**src/rtl/aclock_pkg.sv**
```systemverilog
// rtl/aclock_pkg.sv - shared types, digit selects, digit limits and digit helpers for the time setter
package aclock_pkg;

  typedef enum logic [2:0] {
    ST_IDLE,
    ST_EDIT_T,
    ST_EDIT_A,
    ST_LOAD_T,
    ST_LOAD_A
  } state_t;

  localparam logic [1:0] SEL_H1 = 2'd0;
  localparam logic [1:0] SEL_H0 = 2'd1;
  localparam logic [1:0] SEL_M1 = 2'd2;
  localparam logic [1:0] SEL_M0 = 2'd3;

  localparam logic [1:0] MAX_H1    = 2'd2;
  localparam logic [3:0] MAX_H0    = 4'd9;
  localparam logic [3:0] MAX_H0_20 = 4'd3;
  localparam logic [3:0] MAX_M1    = 4'd5;
  localparam logic [3:0] MAX_M0    = 4'd9;

  function automatic logic [3:0] clamp_digit(input logic [3:0] d, input logic [3:0] mx);
    return (d > mx) ? mx : d;
  endfunction

  function automatic logic [3:0] inc_digit(input logic [3:0] d, input logic [3:0] mx);
    return (d >= mx) ? 4'd0 : d + 4'd1;
  endfunction

endpackage

```
**src/rtl/aclock_time_setter_if.sv**
```systemverilog
// rtl/aclock_time_setter_if.sv - load interface between the time setter and the clock core
interface aclock_time_setter_if;
  logic [1:0] H_in1;
  logic [3:0] H_in0;
  logic [3:0] M_in1;
  logic [3:0] M_in0;
  logic       LD_time;
  logic       LD_alarm;

  modport master (output H_in1, H_in0, M_in1, M_in0, LD_time, LD_alarm);
  modport slave  (input  H_in1, H_in0, M_in1, M_in0, LD_time, LD_alarm);
endinterface

```
**src/rtl/aclock_btn_debounce.sv**
```systemverilog
// rtl/aclock_btn_debounce.sv - 2-FF synchronizer, stable-level debounce and one-cycle press pulse
module aclock_btn_debounce #(
  parameter int DB_CYCLES = 2
) (
  input  logic clk,
  input  logic reset,
  input  logic btn,
  output logic press
);
  localparam int CW = $clog2(DB_CYCLES + 1);

  logic          sync1, sync2, level, level_q;
  logic [CW-1:0] cnt;

  always_ff @(posedge clk) begin
    if (!reset) begin
      sync1   <= 1'b0;
      sync2   <= 1'b0;
      level   <= 1'b0;
      level_q <= 1'b0;
      cnt     <= '0;
    end else begin
      sync1   <= btn;
      sync2   <= sync1;
      level_q <= level;
      // Any bounce back to the current level restarts the stability count.
      if (sync2 == level) begin
        cnt <= '0;
      end else if (cnt == CW'(DB_CYCLES - 1)) begin
        level <= sync2;
        cnt   <= '0;
      end else begin
        cnt <= cnt + 1'b1;
      end
    end
  end

  assign press = level & ~level_q;
endmodule

```
**src/rtl/aclock_time_setter.sv**
```systemverilog
// rtl/aclock_time_setter.sv - button-driven HH:MM editor that loads time or alarm into the clock core
module aclock_time_setter
  import aclock_pkg::*;
#(
  parameter int DB_CYCLES  = 2,
  parameter int LD_HOLD    = 12,
  parameter int TIMEOUT    = 300,
  parameter int BLINK_HALF = 3
) (
  input  logic                 clk,
  input  logic                 reset,
  input  logic                 btn_mode,
  input  logic                 btn_next,
  input  logic                 btn_inc,
  input  logic [1:0]           cur_h1,
  input  logic [3:0]           cur_h0,
  input  logic [3:0]           cur_m1,
  input  logic [3:0]           cur_m0,
  aclock_time_setter_if.master ld,
  output logic [1:0]           edit_sel,
  output logic                 edit_alm,
  output logic                 blink
);
  localparam int TW = $clog2(TIMEOUT + 1);
  localparam int LW = $clog2(LD_HOLD + 1);
  localparam int BW = $clog2(BLINK_HALF + 1);

  logic          p_mode, p_next, p_inc;
  logic          act_mode, act_next, act_inc, any_press;
  state_t        state;
  logic [1:0]    h1, a_h1, c_h1, n_h1;
  logic [3:0]    h0, m1, m0, a_h0, a_m1, a_m0, c_h0;
  logic          ld_time, ld_alarm;
  logic [TW-1:0] to_cnt;
  logic [LW-1:0] ld_cnt;
  logic [BW-1:0] bl_cnt;

  aclock_btn_debounce #(.DB_CYCLES(DB_CYCLES)) u_db_mode (.clk(clk), .reset(reset), .btn(btn_mode), .press(p_mode));
  aclock_btn_debounce #(.DB_CYCLES(DB_CYCLES)) u_db_next (.clk(clk), .reset(reset), .btn(btn_next), .press(p_next));
  aclock_btn_debounce #(.DB_CYCLES(DB_CYCLES)) u_db_inc  (.clk(clk), .reset(reset), .btn(btn_inc),  .press(p_inc));

  assign act_mode  = p_mode;
  assign act_next  = p_next & ~p_mode;
  assign act_inc   = p_inc & ~p_mode & ~p_next;
  assign any_press = p_mode | p_next | p_inc;

  always_comb begin
    c_h1 = (cur_h1 > MAX_H1) ? MAX_H1 : cur_h1;
    c_h0 = clamp_digit(cur_h0, (c_h1 == MAX_H1) ? MAX_H0_20 : MAX_H0);
    n_h1 = (h1 >= MAX_H1) ? 2'd0 : h1 + 2'd1;
  end

  always_ff @(posedge clk) begin
    if (!reset) begin
      state    <= ST_IDLE;
      {h1, h0, m1, m0}         <= '0;
      {a_h1, a_h0, a_m1, a_m0} <= '0;
      ld_time  <= 1'b0;
      ld_alarm <= 1'b0;
      edit_sel <= SEL_H1;
      edit_alm <= 1'b0;
      blink    <= 1'b0;
      to_cnt   <= '0;
      ld_cnt   <= '0;
      bl_cnt   <= '0;
    end else begin
      case (state)
        ST_IDLE: begin
          blink <= 1'b0;
          if (act_mode) begin
            state    <= ST_EDIT_T;
            h1       <= c_h1;
            h0       <= c_h0;
            m1       <= clamp_digit(cur_m1, MAX_M1);
            m0       <= clamp_digit(cur_m0, MAX_M0);
            edit_sel <= SEL_H1;
            to_cnt   <= '0;
            bl_cnt   <= '0;
            blink    <= 1'b1;
          end
        end
        ST_EDIT_T, ST_EDIT_A: begin
          if (any_press) begin
            to_cnt <= '0;
            bl_cnt <= '0;
            blink  <= 1'b1;
          end else begin
            to_cnt <= to_cnt + 1'b1;
            if (bl_cnt == BW'(BLINK_HALF - 1)) begin
              bl_cnt <= '0;
              blink  <= ~blink;
            end else begin
              bl_cnt <= bl_cnt + 1'b1;
            end
          end
          if (act_mode) begin
            if (state == ST_EDIT_T) begin
              state    <= ST_EDIT_A;
              {h1, h0, m1, m0} <= {a_h1, a_h0, a_m1, a_m0};
              edit_sel <= SEL_H1;
              edit_alm <= 1'b1;
            end else begin
              state    <= ST_IDLE;
              edit_sel <= SEL_H1;
              edit_alm <= 1'b0;
              blink    <= 1'b0;
            end
          end else if (act_next) begin
            if (edit_sel == SEL_M0) begin
              state    <= (state == ST_EDIT_T) ? ST_LOAD_T : ST_LOAD_A;
              ld_time  <= (state == ST_EDIT_T);
              ld_alarm <= (state == ST_EDIT_A);
              ld_cnt   <= '0;
              blink    <= 1'b0;
              if (state == ST_EDIT_A) {a_h1, a_h0, a_m1, a_m0} <= {h1, h0, m1, m0};
            end else begin
              edit_sel <= edit_sel + 2'd1;
            end
          end else if (act_inc) begin
            case (edit_sel)
              SEL_H1: begin
                h1 <= n_h1;
                // Entering the 20s must never leave an hour of 24..29 on the digits.
                if (n_h1 == MAX_H1 && h0 > MAX_H0_20) h0 <= MAX_H0_20;
              end
              SEL_H0:  h0 <= inc_digit(h0, (h1 == MAX_H1) ? MAX_H0_20 : MAX_H0);
              SEL_M1:  m1 <= inc_digit(m1, MAX_M1);
              default: m0 <= inc_digit(m0, MAX_M0);
            endcase
          end else if (!any_press && to_cnt == TW'(TIMEOUT - 1)) begin
            state    <= ST_IDLE;
            edit_sel <= SEL_H1;
            edit_alm <= 1'b0;
            blink    <= 1'b0;
          end
        end
        ST_LOAD_T, ST_LOAD_A: begin
          blink <= 1'b0;
          if (ld_cnt == LW'(LD_HOLD - 1)) begin
            state    <= ST_IDLE;
            ld_time  <= 1'b0;
            ld_alarm <= 1'b0;
            edit_sel <= SEL_H1;
            edit_alm <= 1'b0;
          end else begin
            ld_cnt <= ld_cnt + 1'b1;
          end
        end
        default: state <= ST_IDLE;
      endcase
    end
  end

  assign ld.H_in1    = h1;
  assign ld.H_in0    = h0;
  assign ld.M_in1    = m1;
  assign ld.M_in0    = m0;
  assign ld.LD_time  = ld_time;
  assign ld.LD_alarm = ld_alarm;
endmodule

```
**src/flat_wrapper.sv**
```systemverilog
// flat-port wrapper written by rule: the top's interface ports become plain ports
module aclock_time_setter_flat import aclock_pkg::*;
#(
  parameter int DB_CYCLES  = 2,
  parameter int LD_HOLD    = 12,
  parameter int TIMEOUT    = 300,
  parameter int BLINK_HALF = 3
)
  (clk, reset, btn_mode, btn_next, btn_inc, cur_h1, cur_h0, cur_m1, cur_m0, edit_sel, edit_alm, blink, ld_H_in1, ld_H_in0, ld_M_in1, ld_M_in0, ld_LD_time, ld_LD_alarm);
  aclock_time_setter_if ld_i ();
  input  logic clk;
  input  logic reset;
  input  logic btn_mode;
  input  logic btn_next;
  input  logic btn_inc;
  input  logic [1:0] cur_h1;
  input  logic [3:0] cur_h0;
  input  logic [3:0] cur_m1;
  input  logic [3:0] cur_m0;
  output logic [1:0] edit_sel;
  output logic edit_alm;
  output logic blink;
  output wire logic [$bits(ld_i.H_in1)-1:0] ld_H_in1;
  output wire logic [$bits(ld_i.H_in0)-1:0] ld_H_in0;
  output wire logic [$bits(ld_i.M_in1)-1:0] ld_M_in1;
  output wire logic [$bits(ld_i.M_in0)-1:0] ld_M_in0;
  output wire logic [$bits(ld_i.LD_time)-1:0] ld_LD_time;
  output wire logic [$bits(ld_i.LD_alarm)-1:0] ld_LD_alarm;
  assign ld_H_in1 = ld_i.H_in1;
  assign ld_H_in0 = ld_i.H_in0;
  assign ld_M_in1 = ld_i.M_in1;
  assign ld_M_in0 = ld_i.M_in0;
  assign ld_LD_time = ld_i.LD_time;
  assign ld_LD_alarm = ld_i.LD_alarm;
  aclock_time_setter #(.DB_CYCLES(DB_CYCLES), .LD_HOLD(LD_HOLD), .TIMEOUT(TIMEOUT), .BLINK_HALF(BLINK_HALF)) u_core (.clk(clk), .reset(reset), .btn_mode(btn_mode), .btn_next(btn_next), .btn_inc(btn_inc), .cur_h1(cur_h1), .cur_h0(cur_h0), .cur_m1(cur_m1), .cur_m0(cur_m0), .ld(ld_i), .edit_sel(edit_sel), .edit_alm(edit_alm), .blink(blink));
endmodule
```
**config.mk**
```make
export PLATFORM = sky130hd
export DESIGN_NAME = aclock_time_setter_flat
export DESIGN_NICKNAME = d
export VERILOG_FILES = /design/src/rtl/aclock_pkg.sv /design/src/rtl/aclock_time_setter_if.sv /design/src/rtl/aclock_btn_debounce.sv /design/src/rtl/aclock_time_setter.sv /design/src/flat_wrapper.sv
export SDC_FILE = /design/constraint.sdc
export NUM_CORES = 1
export LEC_CHECK = 0
export BUFFER_PORTS_ARGS = -buffer_cell sky130_fd_sc_hd__buf_4
export CAP_MARGIN = 20
export CORE_MARGIN = 2
export CORE_UTILIZATION = 50
export CTS_CLUSTER_SIZE = 25
export DETAILED_ROUTE_END_ITERATION = 12
export GPL_TIMING_DRIVEN = 1
export HOLD_SLACK_MARGIN = 0.06
export PLACE_DENSITY = 0.69
export SETUP_SLACK_MARGIN = 0.15
export SYNTH_ARGS = -nofsm -noshare
export SYNTH_HDL_FRONTEND = slang
export SYNTH_SLANG_ARGS = --single-unit
```
**constraint.sdc**
```tcl
create_clock -name clk -period 4.1 [get_ports clk]
set_input_delay 1.23 -clock clk [delete_from_list [all_inputs] [get_ports clk]]
set_output_delay 1.23 -clock clk [all_outputs]
set_load 0.005 [all_outputs]
```
# Yosys cells after proc, flatten, opt, wreduce, memory -nomap -nowiden
# Index checks and enable logic that the tools add are counted.
dict set report classes {
  n_addsub 11
  magnitude_cmp 9
  eq_ne 39
  muxes 93
  bitwise 18
  n_reduce_logical 28
}
# cell count
set op_table {}
lappend op_table {{$mux W4} 30}
lappend op_table {{$pmux W4 S2} 5}
lappend op_table {{$mux W2} 18}
lappend op_table {{$reduce_and A5 Y1} 5}
lappend op_table {{$mux W3} 8}
lappend op_table {{$reduce_and A6 Y1} 4}
lappend op_table {{$mux W1} 21}
lappend op_table {{$mux W9} 2}
lappend op_table {{$pmux W9 S2} 1}
lappend op_table {{$add A4 B1 Y4 const B} 4}
lappend op_table {{$ne A3 B2 Y1 const B} 5}
lappend op_table {{$add A2 B1 Y2 const B} 6}
lappend op_table {{$eq A2 B2 Y1 const B} 6}
lappend op_table {{$ne A4 B3 Y1 const B} 3}
lappend op_table {{$reduce_or A3 Y1} 4}
lappend op_table {{$not A1 Y1} 10}
lappend op_table {{$add A9 B1 Y9 const B} 1}
lappend op_table {{$eq A9 B9 Y1 const B} 1}
lappend op_table {{$pmux W3 S3} 1}
lappend op_table {{$eq A2 B1 Y1 const B} 4}
lappend op_table {{$ne A2 B1 Y1 const B} 4}
lappend op_table {{$ne A4 B2 Y1 const B} 2}
lappend op_table {{$pmux W2 S2} 2}
lappend op_table {{$reduce_and A2 Y1} 4}
lappend op_table {{31 further kinds} 47}
dict set report totals {
  ff_bits 70
  in_bits 19
  output_inout_bits 20
  elab_cells 230
}

# Logic depth before layout (Yosys ltp)
dict set report depth {
  depth_word 11
  ltp_mapped 9
  mapped_depth_nobuf 8
}

# Hierarchy
# From an unflattened synthesis, not the netlist that was laid out.
dict set report hier_totals {
  cells_unflattened 421
  hier_area_um2 3819.9
}
# mod n_inst cells_per_inst area_per_inst_um2 seq_area_each_um2
set by_module_without_submodules {}
lappend by_module_without_submodules {aclock_time_setter 1 370 3204.3 1041.0}
lappend by_module_without_submodules {aclock_btn_debounce 3 17 205.2 120.1}

# Least setup slack after synthesis
# No wires, ideal clock.
dict set report synth_path {
  kind {input port to flip-flop}
  from {in cur_h1[1]}
  to {reg u_core.h0[1] (netlist: u_core.ld.H_in0[1])}
  setup_time_ns 0.123
  t_arrival_ns 2.359
  t_required_ns 3.977
  setup_slack_ns 1.618
  cell_stages 8
  n_path_buf 1
  cell_sequence {clkbuf_1 > ha_1 > o21ai_0 > nand2b_1 > nand2_1 > mux2_2 > o21ai_0 > a21oi_1}
}
dict set report synth_via {
  elab_chain_len 8
}
# item line_no
set synth_rtl {}
lappend synth_rtl {{from (decl)} flat_wrapper.sv:16} ;# input logic [1:0] cur_h1;
lappend synth_rtl {{$gt A2 B2 Y1} aclock_time_setter.sv:48} ;# c_h1 = (cur_h1 > MAX_H1) ? MAX_H1 : cur_h1;
lappend synth_rtl {{$mux W2 *} aclock_time_setter.sv:48}
lappend synth_rtl {{$eq A2 B2 Y1 *} aclock_time_setter.sv:49} ;# c_h0 = clamp_digit(cur_h0, (c_h1 == MAX_H1) ? MAX_H0_20 : MAX_H0);
lappend synth_rtl {{$mux W4 *} aclock_time_setter.sv:49}
lappend synth_rtl {{$gt A4 B4 Y1} aclock_pkg.sv:24} ;# return (d > mx) ? mx : d;
lappend synth_rtl {{$mux W4 *} aclock_pkg.sv:24}
lappend synth_rtl {{$mux W4 *} aclock_time_setter.sv:70} ;# if (act_mode) begin
lappend synth_rtl {{$pmux W4 S2 *} aclock_time_setter.sv:67} ;# case (state)
lappend synth_rtl {{to (signal assigned)} aclock_time_setter.sv:73} ;# h0 <= c_h0;
lappend synth_rtl {{to (signal assigned)} aclock_time_setter.sv:99} ;# {h1, h0, m1, m0} <= {a_h1, a_h0, a_m1, a_m0};
lappend synth_rtl {{to (signal assigned)} aclock_time_setter.sv:126} ;# SEL_H0: h0 <= inc_digit(h0, (h1 == MAX_H1) ? MAX_H0_20 : MAX_H0);
lappend synth_rtl {{to (decl)} aclock_time_setter.sv:32} ;# logic [3:0] h0, m1, m0, a_h0, a_m1, a_m0, c_h0;
# Every way passes the cells marked *; elsewhere a longest branch is shown, timed or not. The select of a mux whose other input is x is not followed.
# A chain may end at the register's enable or synchronous reset.

# Final worst setup path
dict set report layout_path {
  from {reg u_core.state[1]}
  to {reg u_core.m1[0] (netlist: u_core.ld.M_in1[0])}
}
dict set report layout_via {
  elab_chain_len 4
  elab_cells_between_ends 12
  classes_between {7 x eq/ne; 1 x mux; 4 x reduce/logical}
}
# item line_no
set layout_rtl {}
lappend layout_rtl {{from (decl)} aclock_time_setter.sv:30} ;# state_t state;
lappend layout_rtl {{from (signal assigned)} aclock_time_setter.sv:110} ;# state <= (state == ST_EDIT_T) ? ST_LOAD_T : ST_LOAD_A;
lappend layout_rtl {{$eq A3 B2 Y1 / $eq A3 B1 Y1 (equally long branches)} {aclock_time_setter.sv:67, aclock_time_setter.sv:97}}
lappend layout_rtl {{$reduce_or A2 Y1} aclock_time_setter.sv:67}
lappend layout_rtl {{$ne A3 B2 Y1 (no line) (tied with other cells)} --}
lappend layout_rtl {{$reduce_and A6 Y1 (no line)} --}
lappend layout_rtl {{to (signal assigned)} aclock_time_setter.sv:74} ;# m1 <= clamp_digit(cur_m1, MAX_M1);
lappend layout_rtl {{to (signal assigned)} aclock_time_setter.sv:99}
lappend layout_rtl {{to (signal assigned)} aclock_time_setter.sv:127} ;# SEL_M1: m1 <= inc_digit(m1, MAX_M1);
lappend layout_rtl {{to (decl)} aclock_time_setter.sv:32}
# Several ways; a longest one is shown, not always the timed one.

==> impl.org <==
** CTS
- Clock Latency Late Sink :: about 0.35 ns
- Number of sinks driven by the clock tree :: 70
- Clock root buffer :: clkbuf_8
- Deepest clock path buffer count :: 2
- After clock tree synthesis, the clock-pin slew on the worst setup and hold paths is roughly 0.08 ns.
- TritonCTS Buffers :: 9
- The H-tree generated during clock tree synthesis spans 3 levels.
- TritonCTS built the clock tree.
- Post-CTS Setup Bufs :: 0
- Count of cells resized by post-cts repair :: 0
- Hold-fix buffer count after cts :: 0

** Cells and area
- Final Net Count :: slightly above 500
- Once layout is complete, the cells apart from fillers number 577.
- The filler cells instantiated in the layout total 683.
- In the layout the commonest cells are 70 x dfxtp_1, 40 x buf_4, 39 x nor2_1.
- Once layout is complete, the utilization of the core stands at 0.579.
- Relative to the synthesized area, the layout overhead comes to 13.3%.
- Commonest non-fill, non-tap cell in the layout :: dfxtp_1
- In the final layout, the share of cells above drive strength 1 is 0.160.
- The repair_antennas step left the layout with diodes totalling 0.

** Flow run
- Max-cap violations in this run came to 0.

** STA
- Setup slack of the critical path after layout :: between 1.5 and 2 ns
- Setup repair after global routing left no endpoint under its margin.
- Slew at the pin closest to its max-slew limit :: between 0.9 and 1 ns
- Worst-case clock skew :: between 0.01 and 0.015 ns
- Measured against its own limit, the worst slew margin works out to 0.369.
- After routing, the total negative slack on setup checks comes to 0 ns.
- The final hold violation count is 0.
- Portion of the clock cycle consumed by the worst path in the final layout :: 0.574
- The worst path needs 2.35 ns of the cycle, external delays included.
- Number of slew-limit violations in the final report :: 0
- Final count of negative-setup-slack endpoints :: 0
- Timing would allow up to about 0.42 GHz.

** Detailed routing
- Routed vias :: around 3,200
- Post-Route WL :: 8.24 mm
- For this run, design rule violations remaining after detail routing come to 0.
- First-pass DRT Iterations :: 4
- Mean routed wirelength per cell :: approximately 14 um
- Average vias per placed instance :: between 5 and 6
- Iteration-0 DRC Markers :: around 140
- In this run the remaining antenna-violating nets after routing total 0.

** Synthesis
- In this run, synthesis produced a sequential element count of 70.
- Share of synthesized area occupied by flip-flops and latches :: 0.359
- Yosys mapped the design onto 67 distinct sky130hd cell types.
- The Yosys step of the flow raised 0 warnings.
- Cell area after synthesis :: slightly below 4000 um2
- Post-Synthesis Net Count :: 482
- The average instance in the mapped netlist occupies between 8 and 9 um2.
- Async set-or-reset flop fraction in the synthesized netlist :: 0
- The synthesized design contains 0 enable-type register cells.
- Synthesis handed over a netlist of 443 instances.
- In the synthesized netlist the dominant register cell turns out to be dfxtp_1.

** Global routing
- Initial antenna violation count :: 0
- In the global route stage, met3 resource usage came out at 0.0448.
- Fraction of met1 tracks used by global routing :: 0.263
- The first global-routing pass estimated 13.7 mm of wire.
- The via count of the first global-routing pass came to about 2,900.
- Pin count of the biggest net entering global routing :: between 60 and 70
- Global-route congestion overflow total :: 0
- Met2 track demand over resource in global routing :: 0.317
- After global routing, the most crowded layer is met2.
- Global router's overall resource usage :: 0.201

** Place
- After legalization and detailed placement, the total HPWL measured between 5 and 6 mm.
- GP Congestion :: 0.844
- Pre-CTS worst setup slack :: ~1.4 ns
- Once placement completed, the tool counted placed cells totaling between 500 and 600.
- Total of buffers placed on input and output ports :: 38

** Critical path
- STA classifies the critical path startpoint as a flip-flop.
- In this run the worst path has a maximum fanout of 16.
- The critical path in this run is classified as reg2reg.
- Type of destination of the critical path :: flip-flop
- Worst endpoint required time :: ~4.4 ns
- At the worst endpoint, the arrival time is approximately 2.6 ns.

** Pwr
- Total power :: around 1.7 mW
- In this run the static leakage power is 1.75 nW.
- The share of total power dissipated in sequential elements is 0.434.
- Share of total power in the clock network :: 0.369
- Of the total power, the share spent switching nets is 0.289.
- The share of total power dissipated in combinational logic is 0.197.
- Across the VDD grid, the largest voltage drop is roughly 0.00034 V.
- Internal :: ~1.2 mW
- Cell Pwr Density :: 392 nW/um2
- NetSw :: between 0.5 and 0.6 mW

** Status
- The flow ran to the end, and the final reports show no timing, DRC or antenna violations.

** Die
- Die Height :: 92.4 um
- Die Area :: 8540 um2
- Die extent in x :: 92.4 um
- The floorplan has 32 rows.
- Boundary Pins :: 39
- Starting density of the core :: 0.511
- The core region is 7650 um2.

** Hold path
- Class of the most critical hold timing path :: reg2reg
critical path: stages (launching register included):
cell and delay, ns:
dfxtp_1 0.67, or2_1 0.34, nor2_1 0.10, or3b_1 0.58
a21oi_4 0.27, o221ai_1 0.15, o211a_1 0.15
cell usage after synthesis, drive strengths merged, types with 2 or more instances:
master,count,area share
o2111ai,2,0.0045
o211ai,2,0.0051
buf,14,0.026
clkbuf,10,0.0096
nor2,40,0.040
a21o,2,0.0038
dfxtp,70,0.36
and3,6,0.0096
nand3,14,0.021
or2,4,0.0064
o22ai,3,0.0048
nor2b,25,0.040
o31ai,3,0.0093
nand3b,7,0.013
a21oi,32,0.051
o21a,3,0.0058
a221o,2,0.0051
ha,20,0.064
a31oi,2,0.0032
o221ai,2,0.0045
nor3b,4,0.010
and2,10,0.016
inv,15,0.014
nand4,7,0.011
xor2,9,0.020
nand2,29,0.029
nor3,9,0.017
a22oi,2,0.0038
xnor2,7,0.018
and2b,2,0.0038
nand2b,10,0.016
a2111oi,3,0.012
a21boi,6,0.012
o21ai,28,0.036
mux2i,23,0.059
o211a,2,0.0051
cell families (layout without fill, tap and decap cells):
kind of cell,after synthesis,in the layout,synth area share
XOR/XNOR,16,16,0.0378
buffers and inverters,39,71,0.0499
multiplexers,24,24,0.0618
adder cells (fa/ha/maj),20,20,0.0640
flip-flops,70,70,0.359
AO/OA/AOI/OAI,101,101,0.181
AND/OR/NAND/NOR,173,173,0.247
power groups by stage:
stage               combinational [mW]  clock (mW)  sequential (mW)
detailed placement               0.341           0            0.769
CTS                              0.343       0.658            0.754
floorplan                        0.264           0            0.756
finish                           0.343       0.640            0.755
global route                     0.384       0.687            0.760
global placement                 0.336           0            0.769
flip-flops by register name, summed over array words and instances, names as in the netlist, 3 cells and up:
signal	count
u_core.a_h0	4
u_core.a_m0	4
u_core.a_m1	4
u_core.ld.H_in0	4
u_core.ld.M_in0	4
u_core.ld.M_in1	4
u_core.ld_cnt	4
u_core.state	3
u_core.to_cnt	9
path summary, 6_finish.rpt:
kind                                             start                     end  slack (ns)  cells past startpoint
worst min register to register  u_core.u_db_inc.cnt[0]  u_core.u_db_inc.cnt[0]        0.42                      1
worst min-delay path            u_core.u_db_inc.cnt[0]  u_core.u_db_inc.cnt[0]        0.42                      1
worst max-delay path                   u_core.state[1]      u_core.ld.M_in1[0]        1.75                      6
worst max register to register         u_core.state[1]      u_core.ld.M_in1[0]        1.75                      6
final cells by class:
type | count | area (um2) | area share
multi-input cells | 334 | 2310 | 0.522
repair buffers | 40 | 300 | 0.0678
flip-flops and latches | 70 | 1400 | 0.316
clock inverters | 5 | 81.3 | 0.0184
well taps | 102 | 128 | 0.0288
clock buffers | 11 | 151 | 0.0342
inverters | 15 | 56.3 | 0.0127
metrics by stage:
step	hold slack [ns]	instance area (um2)
CTS	0.427	4430
floorplan	0.398	3910
global placement	0.406	4200
global route	0.446	4430
finish	0.422	4430
detailed placement	0.416	4200
metal layers:
metal	share of wire	wire length, um
met1	0.47	3890
met2	0.46	3810
met3	0.047	385
met4	0.019	154
met5	0	0
(Power assumes the default switching activity.)
